## src/rtl/apb_timer_pkg.sv

```systemverilog
// apb_timer_pkg: shared widths, register offsets, bit positions and the responder FSM encoding.
package apb_timer_pkg;

  localparam int unsigned DATA_W     = 32;
  localparam int unsigned CNT_W      = 64;
  localparam int unsigned PRESCALE_W = 8;
  localparam int unsigned OFFS_W     = 5;

  localparam logic [OFFS_W-1:0] OFF_CTRL   = 5'h00;
  localparam logic [OFFS_W-1:0] OFF_STATUS = 5'h04;
  localparam logic [OFFS_W-1:0] OFF_CNT_LO = 5'h08;
  localparam logic [OFFS_W-1:0] OFF_CNT_HI = 5'h0C;
  localparam logic [OFFS_W-1:0] OFF_CMP_LO = 5'h10;
  localparam logic [OFFS_W-1:0] OFF_CMP_HI = 5'h14;

  localparam int unsigned CTRL_EN_BIT       = 0;
  localparam int unsigned CTRL_IRQ_EN_BIT   = 1;
  localparam int unsigned CTRL_AUTO_CLR_BIT = 2;
  localparam int unsigned CTRL_PRESCALE_LSB = 8;
  localparam int unsigned STATUS_MATCH_BIT  = 0;

  typedef enum logic [1:0] {
    IDLE    = 2'd0,
    WR_ACC  = 2'd1,
    RD_WAIT = 2'd2,
    RD_ACC  = 2'd3
  } apb_state_e;

  typedef struct packed {
    logic [PRESCALE_W-1:0] prescale;
    logic                  auto_clr;
    logic                  irq_en;
    logic                  en;
  } ctrl_t;

  // True for word-aligned offsets that hit an implemented register.
  function automatic logic offset_mapped(input logic [OFFS_W-1:0] off);
    return (off[1:0] == 2'b00) && (off <= OFF_CMP_HI);
  endfunction

endpackage

```

## src/rtl/apb_timer_if.sv

```systemverilog
// apb_timer_if: APB completer-side bus bundle for the system timer.
interface apb_timer_if #(
  parameter int unsigned APB_ADDR_WIDTH = 20
);
  logic                      PSEL;
  logic                      PENABLE;
  logic [APB_ADDR_WIDTH-1:0] PADDR;
  logic                      PWRITE;
  logic [31:0]               PWDATA;
  logic [31:0]               PRDATA;
  logic                      PREADY;
  logic                      PSLVERR;

  modport master (
    output PSEL, PENABLE, PADDR, PWRITE, PWDATA,
    input  PRDATA, PREADY, PSLVERR
  );

  modport slave (
    input  PSEL, PENABLE, PADDR, PWRITE, PWDATA,
    output PRDATA, PREADY, PSLVERR
  );
endinterface

```

## src/rtl/apb_timer_counter.sv

```systemverilog
// apb_timer_counter: prescaler, 64-bit free-running counter, compare and software load path.
module apb_timer_counter
  import apb_timer_pkg::*;
(
  input  logic                  clk_i,
  input  logic                  rst_ni,
  input  logic                  en_i,
  input  logic                  auto_clr_i,
  input  logic [PRESCALE_W-1:0] prescale_i,
  input  logic [CNT_W-1:0]      cmp_i,
  input  logic                  ld_lo_i,
  input  logic                  ld_hi_i,
  input  logic [DATA_W-1:0]     ld_data_i,
  output logic [CNT_W-1:0]      cnt_o,
  output logic                  match_pulse_o
);

  logic [PRESCALE_W-1:0] pre_cnt_q, pre_cnt_d;
  logic [CNT_W-1:0]      cnt_q, cnt_d;
  logic                  match_pulse_q, match_pulse_d;
  logic                  tick_c, hit_c;

  // Tick generation, count/compare update; a software load overrides any increment.
  always_comb begin
    tick_c        = en_i && (pre_cnt_q == prescale_i);
    hit_c         = (cnt_q == cmp_i);
    pre_cnt_d     = '0;
    cnt_d         = cnt_q;
    match_pulse_d = tick_c && hit_c;
    if (en_i && !tick_c) begin
      pre_cnt_d = pre_cnt_q + PRESCALE_W'(1);
    end
    if (tick_c) begin
      cnt_d = (hit_c && auto_clr_i) ? '0 : cnt_q + CNT_W'(1);
    end
    if (ld_lo_i) begin
      cnt_d = {cnt_q[CNT_W-1:DATA_W], ld_data_i};
    end
    if (ld_hi_i) begin
      cnt_d = {ld_data_i, cnt_q[DATA_W-1:0]};
    end
  end

  // Counter state flops.
  always_ff @(posedge clk_i or negedge rst_ni) begin
    if (!rst_ni) begin
      pre_cnt_q     <= '0;
      cnt_q         <= '0;
      match_pulse_q <= 1'b0;
    end else begin
      pre_cnt_q     <= pre_cnt_d;
      cnt_q         <= cnt_d;
      match_pulse_q <= match_pulse_d;
    end
  end

  assign cnt_o         = cnt_q;
  assign match_pulse_o = match_pulse_q;

endmodule

```

## src/rtl/apb_timer.sv

```systemverilog
// apb_timer: APB system timer with prescaled 64-bit counter, compare match flag and level IRQ.
// Build macro APB_TIMER_SLVERR_EN: flag unmapped or misaligned accesses with PSLVERR.
module apb_timer
  import apb_timer_pkg::*;
#(
  parameter int unsigned APB_ADDR_WIDTH = 20,
  parameter int unsigned DATA_WIDTH     = 32
) (
  input  logic       S_AXI_ACLK,
  input  logic       S_AXI_ARESETN,
  apb_timer_if.slave apb,
  output logic       irq_o
);

  apb_state_e            state_q, state_d;
  ctrl_t                 ctrl_q, ctrl_d;
  logic                  match_q, match_d;
  logic [CNT_W-1:0]      cmp_q, cmp_d;
  logic [CNT_W-1:0]      cnt;
  logic [DATA_W-1:0]     shadow_q, shadow_d;
  logic [DATA_WIDTH-1:0] prdata_q, prdata_d, rdata_c;
  logic                  pready_q, pready_d;
  logic                  irq_q, irq_d;
  logic [OFFS_W-1:0]     offset_c;
  logic                  wr_en_c, ld_lo_c, ld_hi_c, match_pulse;
  logic                  unused_paddr_hi;

  // Upper address bits are already decoded by the bridge.
  assign offset_c        = apb.PADDR[OFFS_W-1:0];
  assign unused_paddr_hi = ^apb.PADDR[APB_ADDR_WIDTH-1:OFFS_W];
  assign wr_en_c         = (state_q == WR_ACC) && apb.PSEL && apb.PENABLE && apb.PWRITE;

  // FSM state register.
  always_ff @(posedge S_AXI_ACLK or negedge S_AXI_ARESETN) begin
    if (!S_AXI_ARESETN) begin
      state_q <= IDLE;
    end else begin
      state_q <= state_d;
    end
  end

  // FSM next state: writes take one access cycle, reads take a wait cycle then an access cycle.
  always_comb begin
    state_d = state_q;
    case (state_q)
      IDLE: begin
        if (apb.PSEL && !apb.PENABLE) begin
          state_d = apb.PWRITE ? WR_ACC : RD_WAIT;
        end
      end
      WR_ACC:  state_d = IDLE;
      RD_WAIT: state_d = RD_ACC;
      RD_ACC:  state_d = IDLE;
      default: state_d = IDLE;
    endcase
  end

  // FSM outputs: PREADY low only while waiting, PRDATA captured from the mux in the wait cycle.
  always_comb begin
    pready_d = (state_d != RD_WAIT);
    prdata_d = prdata_q;
    if (state_q == RD_WAIT) begin
      prdata_d = rdata_c;
    end
  end

  // Register file updates, STATUS W1C (set wins), shadow capture on CNT_LO reads.
  always_comb begin
    ctrl_d   = ctrl_q;
    cmp_d    = cmp_q;
    match_d  = match_q;
    shadow_d = shadow_q;
    ld_lo_c  = 1'b0;
    ld_hi_c  = 1'b0;
    if (wr_en_c) begin
      case (offset_c)
        OFF_CTRL: begin
          ctrl_d.en       = apb.PWDATA[CTRL_EN_BIT];
          ctrl_d.irq_en   = apb.PWDATA[CTRL_IRQ_EN_BIT];
          ctrl_d.auto_clr = apb.PWDATA[CTRL_AUTO_CLR_BIT];
          ctrl_d.prescale = apb.PWDATA[CTRL_PRESCALE_LSB +: PRESCALE_W];
        end
        OFF_STATUS: begin
          if (apb.PWDATA[STATUS_MATCH_BIT]) begin
            match_d = 1'b0;
          end
        end
        OFF_CNT_LO: ld_lo_c = 1'b1;
        OFF_CNT_HI: ld_hi_c = 1'b1;
        OFF_CMP_LO: cmp_d[DATA_W-1:0] = apb.PWDATA;
        OFF_CMP_HI: cmp_d[CNT_W-1:DATA_W] = apb.PWDATA;
        default: ;
      endcase
    end
    if (match_pulse) begin
      match_d = 1'b1;
    end
    if ((state_q == RD_WAIT) && (offset_c == OFF_CNT_LO)) begin
      shadow_d = cnt[CNT_W-1:DATA_W];
    end
    irq_d = match_d & ctrl_d.irq_en;
  end

  // Read mux; unmapped and misaligned offsets read as zero.
  always_comb begin
    rdata_c = '0;
    case (offset_c)
      OFF_CTRL: begin
        rdata_c[CTRL_EN_BIT]                        = ctrl_q.en;
        rdata_c[CTRL_IRQ_EN_BIT]                    = ctrl_q.irq_en;
        rdata_c[CTRL_AUTO_CLR_BIT]                  = ctrl_q.auto_clr;
        rdata_c[CTRL_PRESCALE_LSB +: PRESCALE_W]    = ctrl_q.prescale;
      end
      OFF_STATUS: rdata_c[STATUS_MATCH_BIT] = match_q;
      OFF_CNT_LO: rdata_c = cnt[DATA_W-1:0];
      OFF_CNT_HI: rdata_c = shadow_q;
      OFF_CMP_LO: rdata_c = cmp_q[DATA_W-1:0];
      OFF_CMP_HI: rdata_c = cmp_q[CNT_W-1:DATA_W];
      default: ;
    endcase
  end

  // Register file and registered bus outputs.
  always_ff @(posedge S_AXI_ACLK or negedge S_AXI_ARESETN) begin
    if (!S_AXI_ARESETN) begin
      ctrl_q   <= '0;
      match_q  <= 1'b0;
      cmp_q    <= '0;
      shadow_q <= '0;
      prdata_q <= '0;
      pready_q <= 1'b1;
      irq_q    <= 1'b0;
    end else begin
      ctrl_q   <= ctrl_d;
      match_q  <= match_d;
      cmp_q    <= cmp_d;
      shadow_q <= shadow_d;
      prdata_q <= prdata_d;
      pready_q <= pready_d;
      irq_q    <= irq_d;
    end
  end

`ifdef APB_TIMER_SLVERR_EN
  logic pslverr_q, pslverr_d;

  // Error flag presented in the PREADY=1 cycle of a bad access.
  always_comb begin
    pslverr_d = ((state_d == WR_ACC) || (state_d == RD_ACC)) && !offset_mapped(offset_c);
  end

  // Error response flop.
  always_ff @(posedge S_AXI_ACLK or negedge S_AXI_ARESETN) begin
    if (!S_AXI_ARESETN) begin
      pslverr_q <= 1'b0;
    end else begin
      pslverr_q <= pslverr_d;
    end
  end

  assign apb.PSLVERR = pslverr_q;
`else
  assign apb.PSLVERR = 1'b0;
`endif

  assign apb.PRDATA = prdata_q;
  assign apb.PREADY = pready_q;
  assign irq_o      = irq_q;

  apb_timer_counter u_counter (
    .clk_i         (S_AXI_ACLK),
    .rst_ni        (S_AXI_ARESETN),
    .en_i          (ctrl_q.en),
    .auto_clr_i    (ctrl_q.auto_clr),
    .prescale_i    (ctrl_q.prescale),
    .cmp_i         (cmp_q),
    .ld_lo_i       (ld_lo_c),
    .ld_hi_i       (ld_hi_c),
    .ld_data_i     (apb.PWDATA),
    .cnt_o         (cnt),
    .match_pulse_o (match_pulse)
  );

endmodule
```

## src/flat_wrapper.sv

```systemverilog
// flat-port wrapper written by rule: the top's interface ports become plain ports
module apb_timer_flat import apb_timer_pkg::*;
#(
  parameter int unsigned APB_ADDR_WIDTH = 20,
  parameter int unsigned DATA_WIDTH     = 32
)
  (S_AXI_ACLK, S_AXI_ARESETN, irq_o, apb_PSEL, apb_PENABLE, apb_PADDR, apb_PWRITE, apb_PWDATA, apb_PRDATA, apb_PREADY, apb_PSLVERR);
  apb_timer_if #(.APB_ADDR_WIDTH(APB_ADDR_WIDTH)) apb_i ();
  input  logic S_AXI_ACLK;
  input  logic S_AXI_ARESETN;
  output logic irq_o;
  input wire logic [$bits(apb_i.PSEL)-1:0] apb_PSEL;
  input wire logic [$bits(apb_i.PENABLE)-1:0] apb_PENABLE;
  input wire logic [$bits(apb_i.PADDR)-1:0] apb_PADDR;
  input wire logic [$bits(apb_i.PWRITE)-1:0] apb_PWRITE;
  input wire logic [$bits(apb_i.PWDATA)-1:0] apb_PWDATA;
  output wire logic [$bits(apb_i.PRDATA)-1:0] apb_PRDATA;
  output wire logic [$bits(apb_i.PREADY)-1:0] apb_PREADY;
  output wire logic [$bits(apb_i.PSLVERR)-1:0] apb_PSLVERR;
  assign apb_i.PSEL = apb_PSEL;
  assign apb_i.PENABLE = apb_PENABLE;
  assign apb_i.PADDR = apb_PADDR;
  assign apb_i.PWRITE = apb_PWRITE;
  assign apb_i.PWDATA = apb_PWDATA;
  assign apb_PRDATA = apb_i.PRDATA;
  assign apb_PREADY = apb_i.PREADY;
  assign apb_PSLVERR = apb_i.PSLVERR;
  apb_timer #(.APB_ADDR_WIDTH(APB_ADDR_WIDTH), .DATA_WIDTH(DATA_WIDTH)) u_core (.S_AXI_ACLK(S_AXI_ACLK), .S_AXI_ARESETN(S_AXI_ARESETN), .apb(apb_i), .irq_o(irq_o));
endmodule
```

## config.mk

```make
export PLATFORM = sky130hd
export DESIGN_NAME = apb_timer_flat
export DESIGN_NICKNAME = d
export VERILOG_FILES = /design/src/rtl/apb_timer_pkg.sv /design/src/rtl/apb_timer_if.sv /design/src/rtl/apb_timer_counter.sv /design/src/rtl/apb_timer.sv /design/src/flat_wrapper.sv
export SDC_FILE = /design/constraint.sdc
export NUM_CORES = 1
export LEC_CHECK = 0
export CAP_MARGIN = 15
export CORE_MARGIN = 2
export CORE_UTILIZATION = 45
export DETAILED_ROUTE_END_ITERATION = 16
export GPL_ROUTABILITY_DRIVEN = 1
export PLACE_DENSITY = 0.63
export REMOVE_ABC_BUFFERS = 1
export SYNTH_ARGS = -nofsm -noshare
export SYNTH_HDL_FRONTEND = slang
export SYNTH_SLANG_ARGS = --single-unit
export TNS_END_PERCENT = 20
```

## constraint.sdc

```tcl
create_clock -name S_AXI_ACLK -period 6 [get_ports S_AXI_ACLK]
set_clock_uncertainty 0.2 [all_clocks]
set_input_delay 1.2 -clock S_AXI_ACLK [delete_from_list [all_inputs] [get_ports S_AXI_ACLK]]
set_output_delay 1.2 -clock S_AXI_ACLK [all_outputs]
set_load 0.02 [all_outputs]
```

* After elaboration in Yosys (flattened, before gate mapping)
Index checks and enable logic that the tools add are counted.
Cells by class: $add $sub $neg 2, muxes and demuxes 23, eq/ne operators 12, bitwise logic cells 2, reduce and logical (&&, ||, !) cells 21
Operators by type and width (count):
- 2-to-1 mux 64 bit | 4
- adder 64 x 1 -> 64 bit (second input constant) | 1
- == test 64 bit | 1
- one-hot mux 16 bit (4 select lines) | 1
- one-hot mux 8 bit (5 select lines) | 1
- one-hot mux 5 bit (4 select lines) | 1
- == test 5 x 4 -> 1 bit (second input constant) | 2
- == test 5 bit (second input constant) | 2
- one-hot mux 2 bit (5 select lines) | 1
- AND reduction 2 bit | 5
- logical AND 1 bit | 9
- adder 8 x 1 -> 8 bit (second input constant) | 1
- == test 8 bit | 1
- 2-to-1 mux 1 bit | 8
- 2-to-1 mux 2 bit | 4
- 2-to-1 mux 8 bit | 1
- one-hot mux 1 bit (6 select lines) | 1
- one-hot mux 2 bit (3 select lines) | 1
- == test 5 x 3 -> 1 bit (second input constant) | 1
- zero test 5 bit | 1
- == test 2 bit (second input constant) | 2
- != test 2 bit (second input constant) | 2
- nonzero test 2 bit | 2
- == test 2 x 1 -> 1 bit (second input constant) | 1
- other kinds (5) | 6
Word-level totals: bits in registers 217, bits of input ports 57, word-level logic and storage cells 76, output and inout bits 35

* Depth between registers and ports, before layout
word-level depth 7, mapped depth 9, gate-level depth less buffers 8

* Modules after synthesis
A second synthesis with hierarchy kept.
Second synthesis, totals: cell total of the unflattened synthesis 1162, area, all modules 12140.4 um2
Modules (own cells, without submodules):
- apb_timer | area an instance 6392.4 um2, cells each 470, instances 1, sequential area each 3604.7 um2
- apb_timer_counter | area an instance 5748.0 um2, cells each 692, instances 1, sequential area each 1826.8 um2

* Worst setup path before layout
No wires, ideal clock.
path kind input to register, start input apb_PADDR[4], end register u_core.u_counter.cnt_q[8], in the netlist u_core.u_counter.cnt_o[8], path slack 2662 ps, setup time 126 ps, required time 5674 ps, stages on the path 8, arrival 3012 ps, buffers on the path 3, cells stage by stage or4b_1 -> clkbuf_1 -> or3_1 -> buf_2 -> a21o_1 -> clkbuf_1 -> a221oi_1 -> nor2_1
On the way: word-level cells in the longest chain between the ends 5, elaborated cells on any way between the ends 10, those cells by class eq/ne: 2; mux: 5; bitwise: 1; reduce/logical: 2
Ends and longest elaborated chain:
- start, declared | line flat_wrapper.sv:14 | input wire logic [$bits(apb_i.PADDR)-1:0] apb_PADDR;
- == test 5 x 4 -> 1 bit | line apb_timer.sv:76 | case (offset_c)
- 2-to-1 mux 1 bit | line apb_timer.sv:76
- 2-to-1 mux 1 bit | line apb_timer.sv:75 | if (wr_en_c) begin
- nonzero test 2 bit (no line) / inverter 1 bit (equally long branches)
- AND reduction 2 bit (no line)
- end signal, assigned | line apb_timer_counter.sv:52 | cnt_q <= cnt_d;
- end, declared | line apb_timer_counter.sv:19 | logic [CNT_W-1:0] cnt_q, cnt_d;
Parallel ways exist; a longest one is shown, timed or not. The select of a mux whose other input is x is not followed. A chain may end at the register's enable or synchronous reset.

* Worst setup path in the final report
start input apb_PADDR[1], end register u_core.u_counter.cnt_q[1], in the netlist u_core.u_counter.cnt_o[1]
Same word-level chain as after synthesis.

==> metrics.txt <==
# TYPE chip_impl_metric gauge
chip_impl_metric{name="design_area",unit="um2"} 13600
chip_impl_metric{name="final.setup.tns",unit="ps"} 0
chip_impl_metric{name="drv_cap",unit=""} 0
chip_impl_metric{name="report.final.setup_viol",unit=""} 0
chip_impl_metric{name="p_leak",unit="nW"} 6.06
chip_impl_info{name="worst_hold_path_type",value="reg -> reg"} 1
chip_impl_metric{name="area_growth_syn_to_layout",unit="%"} 15.8
chip_impl_metric{name="crit_required",unit="ps"} 6210
chip_impl_metric{name="synth_warnings",unit=""} 0
chip_impl_metric{name="clock_latency_at_the_later_pin_of_the_worst_skew_pair",unit="ps"} 530
chip_impl_metric{name="timing.critical_path.buf_inv",unit=""} 2
chip_impl_metric{name="max-vdd-ir-drop",unit="V"} 0.000186
chip_impl_info{name="timing.critical_path.slowest_stage_cell",value="or4b_1"} 1
chip_impl_metric{name="power_density",unit="nW/um2"} 286
chip_impl_info{name="tritoncts_clock_tree",value="yes"} 1
chip_impl_metric{name="fmaxAchievable",unit="MHz"} 238
chip_impl_metric{name="total_cts_buffers",unit=""} 25
chip_impl_info{name="regToRegEndpoint",value="u_core.u_counter.cnt_o[49]"} 1
chip_impl_metric{name="numClockSinks",unit=""} 217
chip_impl_metric{name="intPower",unit="mW"} 2.77
chip_impl_metric{name="ys_async_sr_fraction",unit=""} 1.00
chip_impl_metric{name="whs_path_depth",unit=""} 2
chip_impl_metric{name="ctsResizeCount",unit=""} 0
chip_impl_metric{name="detailed_place.area",unit="um2"} 12700
chip_impl_metric{name="worst_hold_slack",unit="ps"} 276
chip_impl_metric{name="detailed_place_hpwl",unit="um"} 23700
chip_impl_metric{name="cts_setup_buffers",unit=""} 0
chip_impl_info{name="leading_cell_type_in_the_layout_fill_and_taps_excluded",value="dfrtp_1"} 1
chip_impl_metric{name="detailroute.via_count",unit=""} 9849
chip_impl_info{name="critPathTopFamily",value="simple AND/OR/NAND/NOR gates"} 1
chip_impl_info{name="postSynth.topFlopCell",value="dfrtp_1"} 1
chip_impl_metric{name="post-route-drc-count",unit=""} 0
chip_impl_metric{name="layout-drive-gt1-share",unit=""} 0.165
chip_impl_info{name="grt_setup_unrepaired",value="no"} 1
chip_impl_metric{name="clock_transition_at_the_registers_of_the_reported_paths",unit="ps"} 60
chip_impl_info{name="status",value="completed"} 1
chip_impl_metric{name="biggest_fanout_along_the_worst_timing_path",unit=""} 27
chip_impl_info{name="start_kind",value="input port"} 1
chip_impl_metric{name="drt-initial-drc-count",unit=""} 1236
chip_impl_metric{name="final_antenna_net_count",unit=""} 0
chip_impl_metric{name="totalPowerFinal",unit="mW"} 3.89
chip_impl_metric{name="dieArea",unit="um2"} 27300
chip_impl_metric{name="cp_data_arrival_time",unit="ps"} 4400
chip_impl_metric{name="netSwitchingPower",unit="mW"} 1.11
chip_impl_info{name="worst_hold_startpoint",value="u_core.apb.PRDATA[11]"} 1
chip_impl_metric{name="tightestPinTransition",unit="ps"} 1090
chip_impl_metric{name="pwr-share-comb",unit=""} 0.162
chip_impl_metric{name="grt_antenna_before_repair",unit=""} 0
chip_impl_metric{name="top_level_ports",unit=""} 92
chip_impl_metric{name="pre_cts_slack",unit="ps"} 1300
chip_impl_metric{name="antenna_fix_cells",unit=""} 0
chip_impl_metric{name="first_pass_iters",unit=""} 6
chip_impl_metric{name="clockBufferDepth",unit=""} 3
chip_impl_metric{name="cts_hold_buf",unit=""} 0
chip_impl_metric{name="synth_enable_flop_cells",unit=""} 0
chip_impl_metric{name="syn_area_per_cell",unit="um2"} 10.0
chip_impl_metric{name="placed_cells",unit=""} 1512
chip_impl_metric{name="switching_share",unit=""} 0.286
chip_impl_metric{name="grt_first_pass_wirelength",unit="um"} 56100
chip_impl_metric{name="initial_utilization",unit=""} 0.453
chip_impl_metric{name="final_cells",unit=""} 1557
chip_impl_metric{name="synth.distinct_cells",unit=""} 65
chip_impl_metric{name="syn-instance-count",unit=""} 1170
chip_impl_metric{name="hold_viol_final",unit=""} 0
chip_impl_metric{name="setup_ws",unit="ps"} 1800
chip_impl_metric{name="fin_nets",unit=""} 1263
chip_impl_metric{name="groute.usage.overall",unit=""} 0.267
chip_impl_metric{name="cts_htree_levels",unit=""} 1
chip_impl_info{name="cp-end-kind",value="flip-flop"} 1
chip_impl_metric{name="clock_power_share",unit=""} 0.398
chip_impl_metric{name="cpPeakStageDelay",unit="ps"} 760
chip_impl_info{name="hold_path_sink",value="u_core.apb.PRDATA[11]"} 1
chip_impl_metric{name="dieWidth",unit="um"} 165
chip_impl_metric{name="place_congestion",unit=""} 0.919
chip_impl_info{name="worstPathCellList",value="clkdlybuf4s50_1 > or4b_1 > or3_1 > a21oi_4 > buf_12 > nand2_1 > a31oi_1 > nor2_1"} 1
chip_impl_metric{name="wirelength",unit="um"} 36200
chip_impl_info{name="cts_root_buffer",value="clkbuf_16"} 1
chip_impl_info{name="commonest_non_fill_non_tap_cells_in_the_layout",value="dfrtp_1 (216), mux2_2 (107), a21oi_1 (83)"} 1
chip_impl_metric{name="synth_sequential_area_ratio",unit=""} 0.464
chip_impl_metric{name="number_of_global_route_vias_before_repair",unit=""} 9378
chip_impl_info{name="worstReg2RegStart",value="u_core.u_counter.cnt_o[34]"} 1
chip_impl_metric{name="layout_min_cycle_time",unit="ps"} 4200
chip_impl_metric{name="synth.cell_area",unit="um2"} 11700
chip_impl_metric{name="routedWlPerCell",unit="um"} 23.2
chip_impl_metric{name="timing_max_transition_violations_final",unit=""} 0
chip_impl_metric{name="worst_r2r_setup_slack",unit="ps"} 2430
chip_impl_metric{name="place.port_buffers",unit=""} 75
chip_impl_metric{name="multi_input_combinational_cell_area",unit="um2"} 5760
chip_impl_metric{name="floorplan.core_area",unit="um2"} 25800
chip_impl_info{name="worst-setup-path-type",value="in -> reg"} 1
chip_impl_metric{name="share_seq_of_total_power",unit=""} 0.440
chip_impl_metric{name="floorplan.rows",unit=""} 59
chip_impl_metric{name="die_height",unit="um"} 165
chip_impl_metric{name="slew_headroom",unit=""} 0.274
chip_impl_metric{name="viasPerCell",unit=""} 6.33
chip_impl_metric{name="period_share",unit=""} 0.699
chip_impl_metric{name="length_in_cells_of_the_worst_reg_to_reg_path",unit=""} 9
chip_impl_metric{name="finalCoreUtilization",unit=""} 0.525
chip_impl_metric{name="grt_max_degree",unit=""} 117
chip_impl_metric{name="grt-ovfl-total",unit=""} 0
chip_impl_metric{name="ys_ff_latch",unit=""} 217
chip_impl_metric{name="seqCellArea",unit="um2"} 5430
chip_impl_metric{name="fillCellCount",unit=""} 2393
-- worst register-to-register path, cell delays in order, from the launching register on --
cell	delay [ps]
dfrtp_1	540
xor2_1	220
nor4_1	750
nand4_1	240
nor4_1	270
buf_4	210
nand2_2	280
buf_4	350
a32o_1	260
o21bai_1	150
-- kinds of logic after synthesis --
logic type | after synthesis | share of synthesized area
AO/OA/AOI/OAI | 328 | 0.187
multiplexers | 108 | 0.104
adder cells (fa/ha/maj) | 2 | 0.00214
flip-flops | 217 | 0.464
buffers and inverters | 143 | 0.0496
AND/OR/NAND/NOR | 285 | 0.130
other | 1 | 0.000320
XOR/XNOR | 86 | 0.0643
-- synth_stat cells (4+ instances only) --
cell type | number | area share
a32oi_1 | 44 | 0.033
xnor2_1 | 6 | 0.0045
or2_2 | 4 | 0.0021
a21oi_1 | 84 | 0.036
clkbuf_1 | 63 | 0.020
and3_1 | 7 | 0.0037
nand2_1 | 61 | 0.020
buf_2 | 20 | 0.0085
a22oi_1 | 37 | 0.024
a31oi_1 | 23 | 0.012
inv_1 | 53 | 0.017
o21ai_1 | 8 | 0.0034
nor4_1 | 29 | 0.015
nor3_1 | 19 | 0.0081
xor2_1 | 80 | 0.060
and4_1 | 5 | 0.0037
o21ai_0 | 60 | 0.026
a22o_1 | 21 | 0.016
a221oi_1 | 34 | 0.025
dfrtp_1 | 216 | 0.46
nor2_1 | 59 | 0.019
nand3_1 | 36 | 0.015
nand4_1 | 18 | 0.0096
or3_1 | 11 | 0.0059
mux2_2 | 107 | 0.10
and2_1 | 6 | 0.0032
-- registers in the layout, summed over array words and instances, names as in the netlist --
| register | cells |
|---|---|
| u_core.shadow_q | 32 |
| u_core.state_q | 2 |
| u_core.apb.PRDATA | 32 |
| u_core.u_counter.pre_cnt_q | 8 |
| u_core.u_counter.match_pulse_o | 1 |
| u_core.cmp_q | 64 |
| u_core.ctrl_q | 11 |
| u_core.u_counter.cnt_o | 64 |
| u_core.match_q | 1 |
| u_core.irq_o | 1 |
| u_core.apb.PREADY | 1 |
-- power by group through the flow --
stage               Sequential (mW)  Clock [mW]  Combinational (mW)
floorplan                      1.76           0               0.259
global placement               1.73           0               0.623
detailed placement             1.73           0               0.629
CTS                            1.71        1.57               0.632
global route                   1.73        1.63               0.688
finish                         1.71        1.55               0.628
-- area by class of cell --
cell class,count,area share
Clock inverter,9,0.00701
Clock buffer,36,0.0543
Tap cell,335,0.0309
Inverter,53,0.0147
Multi-Input combinational cell,810,0.425
Sequential cell,217,0.400
Timing Repair Buffer,97,0.0684
-- metal layers --
layer	up-vias	track usage	wire length [um]	part of all wire
met2	434	0.404	16200	0.45
met3	78	0.0562	2930	0.081
met4	0	0.102	1410	0.039
li1	4423	-	-	-
met5	-	0	0	0
met1	4914	0.376	15600	0.43
-- worst max-delay path by stage --
stage,from,to,slack (ps),depth (start not counted)
global placement,apb_PADDR[1],u_core.u_counter.cnt_o[1],1310,8
finish,apb_PADDR[1],u_core.u_counter.cnt_o[1],1800,8
floorplan,apb_PADDR[0],u_core.cmp_q[32],-3470,3
global route,apb_PADDR[1],u_core.u_counter.cnt_o[8],1630,7
detailed placement,apb_PADDR[1],u_core.u_counter.cnt_o[1],1300,8
CTS,apb_PADDR[1],u_core.u_counter.cnt_o[1],1840,8
Power figures use the tool's default switching activity.
